<file path="config.mk">
export PLATFORM = sky130hd
export DESIGN_NAME = fb_read_arbiter_flat
export DESIGN_NICKNAME = d
export VERILOG_FILES = /design/src/rtl/fb_read_arbiter_if.sv /design/src/rtl/fb_read_arbiter.sv /design/src/flat_wrapper.sv
export SDC_FILE = /design/constraint.sdc
export NUM_CORES = 1
export LEC_CHECK = 0
export CAP_MARGIN = 5
export CORE_ASPECT_RATIO = 0.5
export CORE_MARGIN = 8
export CORE_UTILIZATION = 40
export CTS_BUF_LIST = sky130_fd_sc_hd__clkbuf_4
export DETAILED_ROUTE_END_ITERATION = 6
export PLACE_DENSITY = 0.86
export SLEW_MARGIN = 20
export SYNTH_ARGS = -nofsm -noshare
export SYNTH_HDL_FRONTEND = slang
export SYNTH_SLANG_ARGS = --single-unit
</file>
<file path="constraint.sdc">
create_clock -name Clk -period 3.71 [get_ports Clk]
set_input_delay 0.5565 -clock Clk [delete_from_list [all_inputs] [get_ports Clk]]
set_output_delay 0.5565 -clock Clk [all_outputs]
set_load 0.1 [all_outputs]
</file>
<file path="src/rtl/fb_read_arbiter_if.sv">
// Read-side bus of the frame buffer arbiter: requester handshakes, RAM port and tagged returns.
// The arbiter takes the slave view; requesters plus the RAM together form the master view.
interface fb_read_arbiter_if #(
    parameter int NUM_REQ = 4,
    parameter int ADDR_W  = 19,
    parameter int DATA_W  = 8
);
    logic [NUM_REQ-1:0]        req;
    logic [NUM_REQ*ADDR_W-1:0] req_addr;
    logic [NUM_REQ-1:0]        gnt;
    logic [ADDR_W-1:0]         mem_addr;
    logic                      mem_rden;
    logic [DATA_W-1:0]         mem_q;
    logic [NUM_REQ-1:0]        rvalid;
    logic [DATA_W-1:0]         rdata;

    modport slave (
        input  req, req_addr, mem_q,
        output gnt, mem_addr, mem_rden, rvalid, rdata
    );

    modport master (
        output req, req_addr, mem_q,
        input  gnt, mem_addr, mem_rden, rvalid, rdata
    );
endinterface

</file>
<file path="src/rtl/fb_read_arbiter.sv">
// Shares one frame buffer read port: requester 0 has fixed priority, the rest rotate round-robin,
// a starvation guard forces one low-priority grant, and returned words carry their requester tag.
module fb_read_arbiter #(
    parameter int NUM_REQ    = 4,
    parameter int ADDR_W     = 19,
    parameter int DATA_W     = 8,
    parameter int RD_LAT     = 2,
    parameter int STARVE_LIM = 16
) (
    input  logic             Clk,
    input  logic             Reset,
    fb_read_arbiter_if.slave bus
);
    localparam int IDX_W = (NUM_REQ > 2) ? $clog2(NUM_REQ) : 1;
    localparam int CNT_W = $clog2(STARVE_LIM + 1);
    localparam int DEPTH = RD_LAT + 1;

    localparam logic [IDX_W-1:0] LAST_IDX = IDX_W'(NUM_REQ - 1);
    localparam logic [CNT_W-1:0] CNT_MAX  = CNT_W'(STARVE_LIM);

    typedef struct packed {
        logic             valid;
        logic [IDX_W-1:0] idx;
    } tag_t;

    logic [NUM_REQ-1:0] req;
    logic [ADDR_W-1:0]  addr_of [NUM_REQ];
    logic [DATA_W-1:0]  ret_data;

    logic               lo_pending;
    logic               guard;
    logic               rr_found;
    logic [IDX_W-1:0]   rr_idx;
    logic [IDX_W-1:0]   cand;
    logic               win_valid;
    logic [IDX_W-1:0]   win_idx;
    logic               lo_grant;

    logic [IDX_W-1:0]   rr_ptr;
    logic [CNT_W-1:0]   starve_cnt;
    tag_t               tag_pipe [DEPTH];
    tag_t               tag_out;
    logic [NUM_REQ-1:0] ret_onehot;

    assign req      = bus.req;
    assign ret_data = bus.mem_q;

    for (genvar i = 0; i < NUM_REQ; i++) begin : g_addr
        assign addr_of[i] = bus.req_addr[i*ADDR_W +: ADDR_W];
    end

    assign lo_pending = |req[NUM_REQ-1:1];
    assign guard      = lo_pending && (starve_cnt == CNT_MAX);

    // Round-robin ring covers indices 1..NUM_REQ-1 only, starting just after rr_ptr.
    always_comb begin
        // NOTE: every always_comb output gets a default first so no path can infer a latch.
        rr_found = 1'b0;
        rr_idx   = LAST_IDX;
        cand     = rr_ptr;
        for (int k = 1; k < NUM_REQ; k++) begin
            cand = (cand == LAST_IDX) ? IDX_W'(1) : cand + IDX_W'(1);
            if (!rr_found && req[cand]) begin
                rr_found = 1'b1;
                rr_idx   = cand;
            end
        end
    end

    always_comb begin
        win_valid = 1'b0;
        win_idx   = '0;
        if (!Reset) begin
            if (guard) begin
                win_valid = 1'b1;
                win_idx   = rr_idx;
            end else if (req[0]) begin
                win_valid = 1'b1;
            end else if (rr_found) begin
                win_valid = 1'b1;
                win_idx   = rr_idx;
            end
        end
    end

    assign lo_grant = win_valid && (win_idx != '0);

    always_comb begin
        bus.gnt = '0;
        if (win_valid) bus.gnt[win_idx] = 1'b1;
    end

    // NOTE: state registers use non-blocking assignments so every flop samples pre-edge values.
    always_ff @(posedge Clk) begin
        if (Reset) begin
            rr_ptr     <= LAST_IDX;
            starve_cnt <= '0;
        end else begin
            if (lo_grant) rr_ptr <= win_idx;
            if (lo_grant || !lo_pending)
                starve_cnt <= '0;
            else if (starve_cnt != CNT_MAX)
                starve_cnt <= starve_cnt + CNT_W'(1);
        end
    end

    // Issue stage: the address register holds its value between grants.
    always_ff @(posedge Clk) begin
        if (Reset) begin
            bus.mem_addr <= '0;
            bus.mem_rden <= 1'b0;
        end else begin
            bus.mem_rden <= win_valid;
            if (win_valid) bus.mem_addr <= addr_of[win_idx];
        end
    end

    // NOTE: the tag pipeline is reset on purpose; clearing it is what discards reads issued before Reset.
    always_ff @(posedge Clk) begin
        if (Reset) begin
            for (int s = 0; s < DEPTH; s++) tag_pipe[s] <= '0;
        end else begin
            tag_pipe[0] <= '{valid: win_valid, idx: win_idx};
            for (int s = 1; s < DEPTH; s++) tag_pipe[s] <= tag_pipe[s-1];
        end
    end

    assign tag_out = tag_pipe[DEPTH-1];

    always_comb begin
        ret_onehot = '0;
        if (tag_out.valid) ret_onehot[tag_out.idx] = 1'b1;
    end

    always_ff @(posedge Clk) begin
        if (Reset) begin
            bus.rvalid <= '0;
            bus.rdata  <= '0;
        end else begin
            bus.rvalid <= ret_onehot;
            if (tag_out.valid) bus.rdata <= ret_data;
        end
    end

    a_gnt_onehot : assert property (@(posedge Clk) disable iff (Reset) $onehot0(bus.gnt));
    a_rvalid_onehot : assert property (@(posedge Clk) disable iff (Reset) $onehot0(bus.rvalid));
endmodule

</file>
<file path="src/flat_wrapper.sv">
// flat-port wrapper written by rule: the top's interface ports become plain ports
module fb_read_arbiter_flat 
#(
    parameter int NUM_REQ    = 4,
    parameter int ADDR_W     = 19,
    parameter int DATA_W     = 8,
    parameter int RD_LAT     = 2,
    parameter int STARVE_LIM = 16
)
  (Clk, Reset, bus_req, bus_req_addr, bus_mem_q, bus_gnt, bus_mem_addr, bus_mem_rden, bus_rvalid, bus_rdata);
  fb_read_arbiter_if #(.NUM_REQ(NUM_REQ), .ADDR_W(ADDR_W), .DATA_W(DATA_W)) bus_i ();
  input  logic Clk;
  input  logic Reset;
  input wire logic [$bits(bus_i.req)-1:0] bus_req;
  input wire logic [$bits(bus_i.req_addr)-1:0] bus_req_addr;
  input wire logic [$bits(bus_i.mem_q)-1:0] bus_mem_q;
  output wire logic [$bits(bus_i.gnt)-1:0] bus_gnt;
  output wire logic [$bits(bus_i.mem_addr)-1:0] bus_mem_addr;
  output wire logic [$bits(bus_i.mem_rden)-1:0] bus_mem_rden;
  output wire logic [$bits(bus_i.rvalid)-1:0] bus_rvalid;
  output wire logic [$bits(bus_i.rdata)-1:0] bus_rdata;
  assign bus_i.req = bus_req;
  assign bus_i.req_addr = bus_req_addr;
  assign bus_i.mem_q = bus_mem_q;
  assign bus_gnt = bus_i.gnt;
  assign bus_mem_addr = bus_i.mem_addr;
  assign bus_mem_rden = bus_i.mem_rden;
  assign bus_rvalid = bus_i.rvalid;
  assign bus_rdata = bus_i.rdata;
  fb_read_arbiter #(.NUM_REQ(NUM_REQ), .ADDR_W(ADDR_W), .DATA_W(DATA_W), .RD_LAT(RD_LAT), .STARVE_LIM(STARVE_LIM)) u_core (.Clk(Clk), .Reset(Reset), .bus(bus_i));
endmodule
</file>
==> results.tsv, run 1 <==
metric	value	unit
Final Cycle Share	0.9431	
most instantiated flip-flop cell in the synthesis netlist	dfxtp_1	
total leakage power	1.405	nW
total negative slack for setup checks	0	ns
first-iteration detailed-routing DRC count	136	
sum of routed wire length over all layers	7656	um
Worst Setup Start Kind	flop	
final core occ	0.6724	
Layout Cell Area excl Fill	3692	sq um
number of clock sinks	47	
hold path depth	1	
overflow left after global routing	0	
buffers plus inverters on the worst setup path	2	
yosys synthesis warning count	0	
critical path arrival	2.94	ns
count of flip-flops with a built-in enable after synthesis	0	
Power, Total	1.669	mW
number of inserted diodes	0	
biggest area consumer among synthesized cells	dfxtp_1	
Cell Count Post-Placement	399	
post-route non-filler standard cell count	407	
critical path's slowest cell	mux4_2	
horizontal extent of the die	122.6	um
time the final worst path needs with I/O delays and setup	3.499	ns
Net count, final	427	
unrepaired setup endpoints after global routing	false	
share of post-route cells with drive strength above 1	0.09880	
leading cell type in the layout, fill and taps excluded	clkdlybuf4s50_1	
length in cells of the worst reg-to-reg path	9	
GRT Resource Usage Total	0.1731	
sum of net half-perimeters after detailed placement	6093	um
average routed wire per standard cell	18.81	um
maximum number of pins on one net before global-route repair	25	
initial antenna violation count	0	
net count of the mapped netlist	306	
maximum buffer depth of the clock tree	2	
Setup Fix Bufs, Post-CTS	0	
share of the synthesized area in the top cell type	0.4136	
worst reg2reg endpoint	u_core.bus.mem_addr[5]	
outcome	complete, no violations	
cells along the critical path	inv_1 -> ha_2 -> mux4_2 -> o32ai_1 -> and2_1 -> and2_4 -> buf_12	
startpoint of the lowest-slack hold path	u_core.tag_pipe[0][3]	
Crit Reg-Reg Startpoint	u_core.rr_ptr[0]	
length of the first detailed-routing pass in iterations	4	
area after detailed placement	3593	sq um
Worst Path Max Fanout	6	
critical path class	reg2out	
worst max-slew margin expressed relative to the limit	0.3242	
Total Die Area	8502	sq um
register area share after synthesis	0.4136	
cts-stage hold buffer count	0	
starting density of the core	0.4142	
clock latency on the worst-skew pair	0.36	ns
CTS H-Tree Depth	2	
Data required, critical path	3.15	ns
largest stage delay on the critical path	0.59	ns
Final Max Tran Viols	0	
wire length of the first global-routing pass	11690	um
setup violators final	0	
CTS tree	done	
hold endpoint	u_core.tag_pipe[0][6]	
Layout area overhead	62.32	%
depth of the critical timing path with buffers and inverters included	7	
CP delay by family, top	multiplexers	
post-detailed-route via-to-cell ratio	5.378	
Worst Hold Class	reg2reg	
Worst Max-Slew Pin Slew	1.011	ns
reg-to-reg slack, setup	0.62	ns
vertical extent of the die	69.33	um
Critical Path Sink Type	output port	
Filler Cell Count	419	
summed instance area of the synthesized netlist	2275	sq um
via count of the first global-routing pass	2348	
Mean Syn Cell Area	10.73	sq um
highest clock frequency the design can meet	0.2858	GHz
total core area	5492	sq um
boundary pin count	126	
cell row count	19	
main area contributors after synthesis	dfxtp_1 41%, a22o_1 12%, a221o_1 7.9%	
worst supply voltage drop on vdd	0.0002698	V
total of max-cap violations	0	
clock slew at reported path FFs	0.15	ns
drc violations	0	
antenna violation net count after detailed routing	0	
unique cell type count in the Yosys netlist	42	
leading cell types in the layout, fill and taps excluded	121 x clkdlybuf4s50_1, 47 x dfxtp_1, 32 x a22o_1, 18 x a221o_1	
number of instances in the synthesized netlist	212	
clock buffer count from CTS	5	
CTS Root Cell	clkbuf_4	
final hold violation count	0	
Worst Clk Skew	0.01156	ns
pwr dens	452.1	nW/um^2
Port Buffers	125	
DR vias	2189	
fraction of registers with async set or reset after synthesis	0	
register bit total from synthesis	47	
RePlAce Congestion	0.8561	
routing by layer:
layer | vias to the layer above | track usage | part of all wire
met1 | 1039 | 0.1710 | 0.37
met2 | 88 | 0.3247 | 0.54
li1 | 1052 | - | -
met3 | 10 | 0.06580 | 0.076
met4 | 0 | 0.05630 | 0.020
met5 | - | 0 | 0
Yosys cell counts (2+ instances only):
cell type	number
clkbuf_1	5
nand3_1	2
a31oi_1	2
nor2_1	17
a22o_1	32
buf_6	6
xnor2_1	2
nor4bb_1	2
buf_2	4
clkbuf_2	2
inv_1	7
dfxtp_1	47
mux4_2	3
ha_1	4
o2bb2ai_1	2
a221o_1	18
nand2_1	4
mux2_2	2
and2_1	3
nor3_1	2
nor2b_1	7
o32a_1	2
o21ai_0	2
mux2i_1	15
xor2_1	2
or3_1	2
state kept, by name (all words and copies together), names as in the netlist:
register / cells
u_core.bus.mem_addr: 19
u_core.bus.rdata: 8
u_core.bus.rvalid: 4
u_core.rr_ptr: 2
u_core.starve_cnt: 5
u_core.tag_pipe: 9
timing repair:
item | CTS | global route
endpoints found under the setup margin | 0 | 4
gates resized for setup | 0 | 3
endpoints found under the hold margin | 0 | 0
power by group:
| group | leakage (nW) | switching, mW | total [mW] | internal [mW] |
|---|---|---|---|---|
| Sequential | 0.387 | 0.0303 | 0.585 | 0.554 |
| Combinational | 0.976 | 0.486 | 0.770 | 0.283 |
| Clock | 0.0418 | 0.170 | 0.315 | 0.144 |
worst register-to-register path, cell delays in order (launching register included):
cell	delay (ns)
dfxtp_1	0.39
inv_1	0.08
ha_2	0.41
mux4_2	0.59
a2111oi_4	0.34
a211oi_4	0.14
and3_1	0.30
buf_4	0.24
a22o_1	0.25
a221o_1	0.26
kinds of logic after synthesis:
family | share of synthesized area
compound gates | 0.2596
xor+xnor | 0.01540
fa+ha+maj | 0.02200
buf+inv | 0.06601
flops | 0.4136
mux | 0.1056
simple gates | 0.1177
layout make-up:
| cell class | instances | area (sq um) | area share |
|---|---|---|---|
| clock buffer | 5 | 37.54 | 0.01017 |
| clock inverter | 3 | 46.29 | 0.01254 |
| inverter | 7 | 26.28 | 0.007116 |
| multi-input combinational | 140 | 1206 | 0.3267 |
| sequential | 47 | 940.9 | 0.2548 |
| tap | 73 | 91.34 | 0.02474 |
| timing repair buffer | 132 | 1344 | 0.3639 |
through the flow:
step | worst slack (ns) | hold WS, ns
2_1_floorplan | 0.1984 | 0.4138
3_3_place_gp | 0.3021 | 0.4175
3_5_place_dp | 0.1606 | 0.4242
4_1_cts | 0.05337 | 0.4443
5_1_grt | 0.008167 | 0.4265
6_report | 0.2110 | 0.4427
worst max-delay path by stage:
stage	startpoint	endpoint	slack, ns
after floorplan	u_core.rr_ptr[0]	bus_gnt[2]	0.20
after global placement	bus_req[1]	bus_gnt[1]	0.30
after CTS	u_core.rr_ptr[0]	bus_gnt[1]	0.05
after global routing	u_core.rr_ptr[0]	bus_gnt[1]	0.008
after detailed placement	bus_req[1]	u_core.bus.mem_addr[6]	0.16
final	u_core.rr_ptr[0]	bus_gnt[1]	0.21
(Power assumes the default switching activity.)
==> run 2, diff against run 1 <==
- CTS_CLUSTER_DIAMETER: unset -> 200
==> results of run 2 <==
Same layout as run 1: the final DEF is identical, and so are final timing and power.
